<file path="config.mk">
export PLATFORM = sky130hd
export DESIGN_NAME = rate_match_buf
export DESIGN_NICKNAME = d
export VERILOG_FILES = /design/src/rtl/rate_match_buf.sv
export SDC_FILE = /design/constraint.sdc
export NUM_CORES = 2
export LEC_CHECK = 0
export BUFFER_PORTS_ARGS = -buffer_cell sky130_fd_sc_hd__buf_2
export CAP_MARGIN = 10
export CORE_MARGIN = 2
export CORE_UTILIZATION = 30
export CTS_CLUSTER_SIZE = 28
export DETAILED_ROUTE_END_ITERATION = 12
export GPL_TIMING_DRIVEN = 0
export HOLD_SLACK_MARGIN = 0.05
export PLACE_DENSITY_LB_ADDON = 0.15
export SYNTH_ARGS = -nofsm -noshare
export SYNTH_HDL_FRONTEND = slang
export SYNTH_SLANG_ARGS = --single-unit
</file>
<file path="constraint.sdc">
create_clock -name clock -period 2.5 [get_ports clock]
set_input_delay 0.375 -clock clock [delete_from_list [all_inputs] [get_ports clock]]
set_output_delay 0.375 -clock clock [all_outputs]
set_load 0.01 [all_outputs]
</file>
<file path="src/rtl/rate_match_buf.sv">
// Coefficient/pixel buffer: encode-mode scratch RAM for the entropy coder, decode-mode
// block FIFO that drains IDCT samples at a fixed rate and saturates them to pixels.
module rate_match_buf #(
  parameter int IN_W      = 13,
  parameter int OUT_W     = 8,
  parameter int FRAC_SH   = 2,
  parameter int BLK_LOG2  = 6,
  parameter int BLK_LAST  = 63,
  parameter int NBUF      = 2,
  parameter int RATE_LOG2 = 2,
  parameter int ENC_AW    = 8
) (
  input  logic                clock,
  input  logic                reset_n,
  input  logic                dct_flag,
  input  logic [7:0]          q_data,
  input  logic                q_data_en,
  input  logic [BLK_LOG2-1:0] q_index,
  output logic                dct_q_ready,
  output logic [7:0]          dct_q_rdata,
  input  logic                entropy_enc_we,
  input  logic [ENC_AW-1:0]   entropy_enc_waddr,
  input  logic [7:0]          entropy_enc_wdata,
  input  logic [ENC_AW-1:0]   entropy_enc_raddr,
  output logic [7:0]          entropy_enc_rdata,
  input  logic [IN_W-1:0]     idct_data,
  input  logic                idct_data_en,
  input  logic [BLK_LOG2-1:0] idct_data_idx,
  input  logic                last_dec_blk,
  output logic                idct_ready,
  output logic [OUT_W-1:0]    decompress_data,
  output logic                decompress_data_en,
  output logic                decompress_finish,
  output logic                overflow
);

  localparam int PW    = $clog2(NBUF);
  localparam int AW    = PW + BLK_LOG2;
  localparam int DEPTH = NBUF << BLK_LOG2;
  localparam int DW    = (IN_W > 8) ? IN_W : 8;
  localparam int CW    = BLK_LOG2 + RATE_LOG2;
  localparam int SAT_MAX = (1 << (OUT_W - 1)) - 1;
  localparam int SAT_MIN = -(1 << (OUT_W - 1));
  localparam logic [CW-1:0] PH_MASK  = CW'((1 << RATE_LOG2) - 1);
  localparam logic [PW:0]   OCC_FULL = (PW + 1)'(NBUF);
  localparam logic [PW:0]   OCC_ONE  = (PW + 1)'(1);

  typedef enum logic {IDLE, DRAIN} state_t;

  state_t            r_state;
  logic [CW-1:0]     r_cnt;
  logic [PW-1:0]     r_wrPtr;
  logic [PW-1:0]     r_rdPtr;
  logic [PW:0]       r_occ;
  logic [NBUF-1:0]   r_last;
  logic              r_dctFlagPrev;
  logic              r_s1;
  logic              r_f1;
  logic              r_wrEn;
  logic [AW-1:0]     r_wrAddr;
  logic [DW-1:0]     r_wrData;
  logic [DW-1:0]     r_rdData;
  logic [DW-1:0]     r_mem [0:DEPTH-1];

  logic              w_draining;
  logic              w_strobe;
  logic              w_lastSample;
  logic              w_release;
  logic              w_flush;
  logic              w_full;
  logic              w_blkEnd;
  logic              w_decWr;
  logic              w_complete;
  logic              w_ovf;
  logic              w_wrEn;
  logic [AW-1:0]     w_wrAddr;
  logic [DW-1:0]     w_wrData;
  logic [AW-1:0]     w_rdAddr;
  logic [OUT_W-1:0]  w_pix;

  function automatic logic [OUT_W-1:0] saturate(input logic [IN_W-1:0] d);
    logic signed [IN_W-1:0] x;
    x = $signed(d) >>> FRAC_SH;
    if (int'(x) > SAT_MAX) return OUT_W'(SAT_MAX);
    if (int'(x) < SAT_MIN) return OUT_W'(SAT_MIN);
    return x[OUT_W-1:0];
  endfunction

  // A full FIFO drops incoming samples so the buffer being drained is never overwritten,
  // unless that buffer is released on the same clock.
  always_comb begin
    w_draining   = (r_state == DRAIN) && !dct_flag;
    w_strobe     = w_draining && ((r_cnt & PH_MASK) == '0);
    w_lastSample = (r_cnt[CW-1:RATE_LOG2] == '1);
    w_release    = w_draining && (r_cnt == '1);
    w_flush      = dct_flag && !r_dctFlagPrev && ((r_state == DRAIN) || (r_occ != '0));
    w_full       = (r_occ == OCC_FULL);
    w_decWr      = !dct_flag && idct_data_en && (!w_full || w_release);
    w_blkEnd     = !dct_flag && idct_data_en && (idct_data_idx == BLK_LOG2'(BLK_LAST));
    w_complete   = w_blkEnd && (!w_full || w_release);
    w_ovf        = w_blkEnd && w_full && !w_release;
    w_pix        = saturate(r_rdData[IN_W-1:0]);
    w_rdAddr     = dct_flag ? AW'(entropy_enc_raddr) : {r_rdPtr, r_cnt[CW-1:RATE_LOG2]};
  end

  always_comb begin
    w_wrEn   = 1'b0;
    w_wrAddr = '0;
    w_wrData = '0;
    if (dct_flag) begin
      if (q_data_en) begin
        w_wrEn   = 1'b1;
        w_wrAddr = AW'(q_index);
        w_wrData = DW'(q_data);
      end else if (entropy_enc_we) begin
        w_wrEn   = 1'b1;
        w_wrAddr = AW'(entropy_enc_waddr);
        w_wrData = DW'(entropy_enc_wdata);
      end
    end else if (w_decWr) begin
      w_wrEn   = 1'b1;
      w_wrAddr = {r_wrPtr, idct_data_idx};
      w_wrData = DW'(idct_data);
    end
  end

  always_ff @(posedge clock) begin
    if (r_wrEn) r_mem[r_wrAddr] <= r_wrData;
  end

  always_ff @(posedge clock or negedge reset_n) begin
    if (!reset_n) r_rdData <= '0;
    else          r_rdData <= r_mem[w_rdAddr];
  end

  always_ff @(posedge clock or negedge reset_n) begin
    if (!reset_n) begin
      r_state            <= IDLE;
      r_cnt              <= '0;
      r_wrPtr            <= '0;
      r_rdPtr            <= '0;
      r_occ              <= '0;
      r_last             <= '0;
      r_dctFlagPrev      <= 1'b0;
      r_s1               <= 1'b0;
      r_f1               <= 1'b0;
      r_wrEn             <= 1'b0;
      r_wrAddr           <= '0;
      r_wrData           <= '0;
      dct_q_ready        <= 1'b0;
      decompress_data    <= '0;
      decompress_data_en <= 1'b0;
      decompress_finish  <= 1'b0;
      overflow           <= 1'b0;
    end else begin
      r_dctFlagPrev      <= dct_flag;
      r_wrEn             <= w_wrEn;
      r_wrAddr           <= w_wrAddr;
      r_wrData           <= w_wrData;
      dct_q_ready        <= dct_flag && q_data_en && (q_index == '1);
      r_s1               <= w_strobe;
      r_f1               <= w_strobe && w_lastSample && r_last[r_rdPtr];
      decompress_data_en <= r_s1;
      decompress_finish  <= r_f1;
      if (r_s1) decompress_data <= w_pix;
      if (w_ovf) overflow <= 1'b1;

      // Entering encode mode discards queued blocks; pixels already in the pipe still emerge.
      if (w_flush) begin
        r_state           <= IDLE;
        r_occ             <= '0;
        r_wrPtr           <= '0;
        r_rdPtr           <= '0;
        r_last            <= '0;
        r_f1              <= 1'b0;
        decompress_finish <= 1'b0;
      end else begin
        case (r_state)
          IDLE: begin
            if (r_occ != '0) begin
              r_state <= DRAIN;
              r_cnt   <= '0;
            end
          end
          DRAIN: begin
            if (!dct_flag) begin
              r_cnt <= r_cnt + CW'(1);
              if (w_release) begin
                r_rdPtr <= r_rdPtr + PW'(1);
                if (r_occ <= OCC_ONE) r_state <= IDLE;
              end
            end
          end
          default: r_state <= IDLE;
        endcase
        if (w_release) r_last[r_rdPtr] <= 1'b0;
        if (w_complete) begin
          r_last[r_wrPtr] <= last_dec_blk;
          r_wrPtr         <= r_wrPtr + PW'(1);
        end
        if (w_complete && !w_release)      r_occ <= r_occ + OCC_ONE;
        else if (!w_complete && w_release) r_occ <= r_occ - OCC_ONE;
      end
    end
  end

  assign idct_ready        = (r_occ < OCC_FULL);
  assign entropy_enc_rdata = r_rdData[7:0];
  assign dct_q_rdata       = r_rdData[7:0];

endmodule

</file>
==> metrics.cfg <==
[run_status]
outcome=finished with violations
violations=negative setup slack

[worst_setup_path]
startpoint_type=register
critical_path_class=register to register
critical-path-top-cell-by-count=buf_12
cp_num_buf_inv=4
r2r_setup_slack_ps=-640
cp.required_ps=3220
slowest_stage=dfrtp_2
path_cells=mux2_4, buf_12, buf_16, buf_12, buf_12, mux2i_1, o221ai_2, a41oi_4, nor3_4, o22ai_4, a31oi_4
end_kind=register
path_delay_family=compound AO/OA/AOI/OAI gates
arrival_ps=3860
cp_max_fo=8
cpPeakStageDelay_ps=400

[synthesis]
synthFlopType=edfxtp_1
synth_top_area_share_pct=74.7
netlist_area_um2=66900
synth_nets=3433
synthTopCellsByArea=edfxtp_1 75%, mux4_2 9.2%, mux2i_1 4.7%
synth_seq_area_share_pct=77.1
synth_cells=3364
yosysTopAreaCell=edfxtp_1
async_flop_share_pct=3.70
synth_edf_count=1664
yosysWarnings=0
ys_ff_latch=1728
syn_avg_cell_area_um2=19.9
ys_types=46

[timing]
slew_violations=0
fmax_ghz=0.318
slew_headroom_pct=32.8
tightest_slew_ps=1010
layout_setup_ws_ps=-642
finClkSkew_ps=50.9
period_minus_slack_ps=3140
fin_crit_sh_pct=126
timing.setup.tns_ps=-7410
finalSetupViolCount=55
rsz0062_at_grt=yes
final_hold_viol_count=0

[placed_design]
placed_cells=6555
place_congestion=0.815
place_area_um2=73400
io_buffers=90
hpwl_um=146000

[die]
core_um2=222000
die_x_um=476
start_util_pct=30.1
io_pins=93
num_rows=173
fp.dieH_um=476
dieArea_um2=227000

[min_path]
hold_path.class=input port to register

[final_layout]
design_area_um2=84900
num-fill-cells=20300
ff_latch_area_um2=51600
drive_gt1_share_pct=35.7
area_growth_pct=26.8
nets=4027
final_cells=7097
multi_input_area_um2=16700

[drt]
wl_per_cell_um=30.9
drcViolationCount=0
top_layer_used=met5
drt_iter0_markers=3775
wl_met2_um=106000
drt_first_pass_iters=8
m1WireLength_um=95500
totalWireLength_um=219000
vias=36200
vias_per_cell=5.10
drtAntennaViolNets=0
route.met3.wl_um=12900

[grt]
grt_util_all_layers_pct=19.0
grt_pass1_wl_um=301000
grt_max_degree=93
antenna_found_initial=1
grt_pass1_vias=36700
overflow=0

[power]
powerDensity_nw_per_um2=851
ir_drop_v=0.000603
leakagePower_uw=0.0258

[flow_run]
drv_cap=0

[clocking]
clkTransAtPathRegs_ps=60
insertion_delay_ps=850
clock_sinks=1728
clockRootBuffer=clkbuf_16
cts_tree=built
clockBufferDepth=3
numCtsBuffers=191
h-tree-depth=4

==> cell families after synthesis <==
kind of cell,after synthesis,share of synthesized area [%]
buffers and inverters,235,1.89
muxes,592,14.0
and+or+nand+nor,399,2.61
AOI/OAI and AO/OA,396,4.25
xor gates and xnor gates,9,0.118
adders and majority gates,5,0.0935
DFF,1728,77.1
==> power breakdown <==
group	leakage, uW	total (uW)	internal [uW]	switching (uW)
sequential	0.0149	32700	32200	479
clock	0.00304	28000	16200	11900
combinational	0.00787	11500	5010	6510
==> worst paths after layout <==
kind                           from            endpoint  depth (start not counted)
max                        r_cnt[2]         r_rdData[2]                         11
min in group asynchronous   reset_n             r_wrPtr                          4
min                        dct_flag            r_cnt[1]                          5
max reg2reg                r_cnt[2]         r_rdData[2]                         11
min reg2reg                    r_s1  decompress_data_en                          0
max in group asynchronous   reset_n         r_rdData[0]                          4
==> state kept, by name, summed over array words and instances (netlist names), 2 cells and up <==
name / flops
r_occ: 2
decompress_data: 8
r_cnt: 8
r_wrAddr: 7
r_rdData: 13
r_mem: 1664
r_last: 2
r_wrData: 13
==> routing by layer <==
metal	global-route usage, %	up-vias
met5	0	-
met1	26.4	19400
met2	31.1	1192
met3	3.24	279
met4	4.43	2
li1	-	15300
==> what timing repair did <==
| item | in CTS | in global routing |
|---|---|---|
| endpoints found under the setup margin | 1545 | 91 |
| endpoints found under the hold margin | 90 | 0 |
| resized for setup | 711 | 41 |
| pin swaps | 123 | 21 |
| buffers inserted | 104 | 16 |
| hold buffers | 63 | 0 |
| cloned | 5 | 0 |
==> cell type report <==
| type | count | share of cell area (%) |
|---|---|---|
| well taps | 2975 | 4.39 |
| repair buffers | 404 | 5.28 |
| inverters | 31 | 0.137 |
| plain buffers | 201 | 2.40 |
| clock inverters | 115 | 1.35 |
| flip-flops and latches | 1728 | 60.8 |
| multi-input cells | 1401 | 19.6 |
| diodes | 1 | 0.00295 |
| clock buffers | 241 | 5.98 |
==> tightest hold or removal path: cells and delay by family <==
family,cells,cell delay (ps)
buffers and inverters,2,290
AND/OR/NAND/NOR,2,190
AO/OA/AOI/OAI,1,70
==> synth_stat cells (all sizes together), types with 7 or more instances <==
master	number
a41oi	26
buf	112
mux4	273
nor2	171
a21oi	62
nor3	31
nand4	10
and3	7
nand3	41
inv	31
nand2b	8
o21ai	24
o22ai	107
o221ai	130
clkbuf	92
a31oi	17
dfrtp	64
nand2	100
nor2b	9
a222oi	14
mux2i	312
edfxtp	1664
mux2	7
or4	11
==> cell usage in the layout (no fill, tap or decap), types with 62 or more instances in the layout <==
| cell | instances |
|---|---|
| buf_4 | 139 |
| buf_2 | 102 |
| nand2_1 | 91 |
| buf_8 | 70 |
| o221ai_2 | 80 |
| mux4_2 | 273 |
| o22ai_1 | 69 |
| edfxtp_1 | 1664 |
| dlygate4sd3_1 | 62 |
| nor2_2 | 73 |
| clkbuf_16 | 193 |
| mux2i_1 | 297 |
==> per-stage QoR <==
| stage | hold WS [ps] | utilization, % | setup slack [ps] | total power [uW] |
|---|---|---|---|---|
| global route | 169 | 38.2 | -632 | 74500 |
| finish | 124 | 38.2 | -642 | 72300 |
| CTS | 67.5 | 38.0 | -619 | 72800 |
| detailed placement | 313 | 33.0 | -3270 | 42700 |
| global placement | 363 | 32.0 | -3760 | 42600 |
| floorplan | 79.4 | - | -11.1 | 38700 |
No activity file was read; power rests on OpenSTA's default activity.
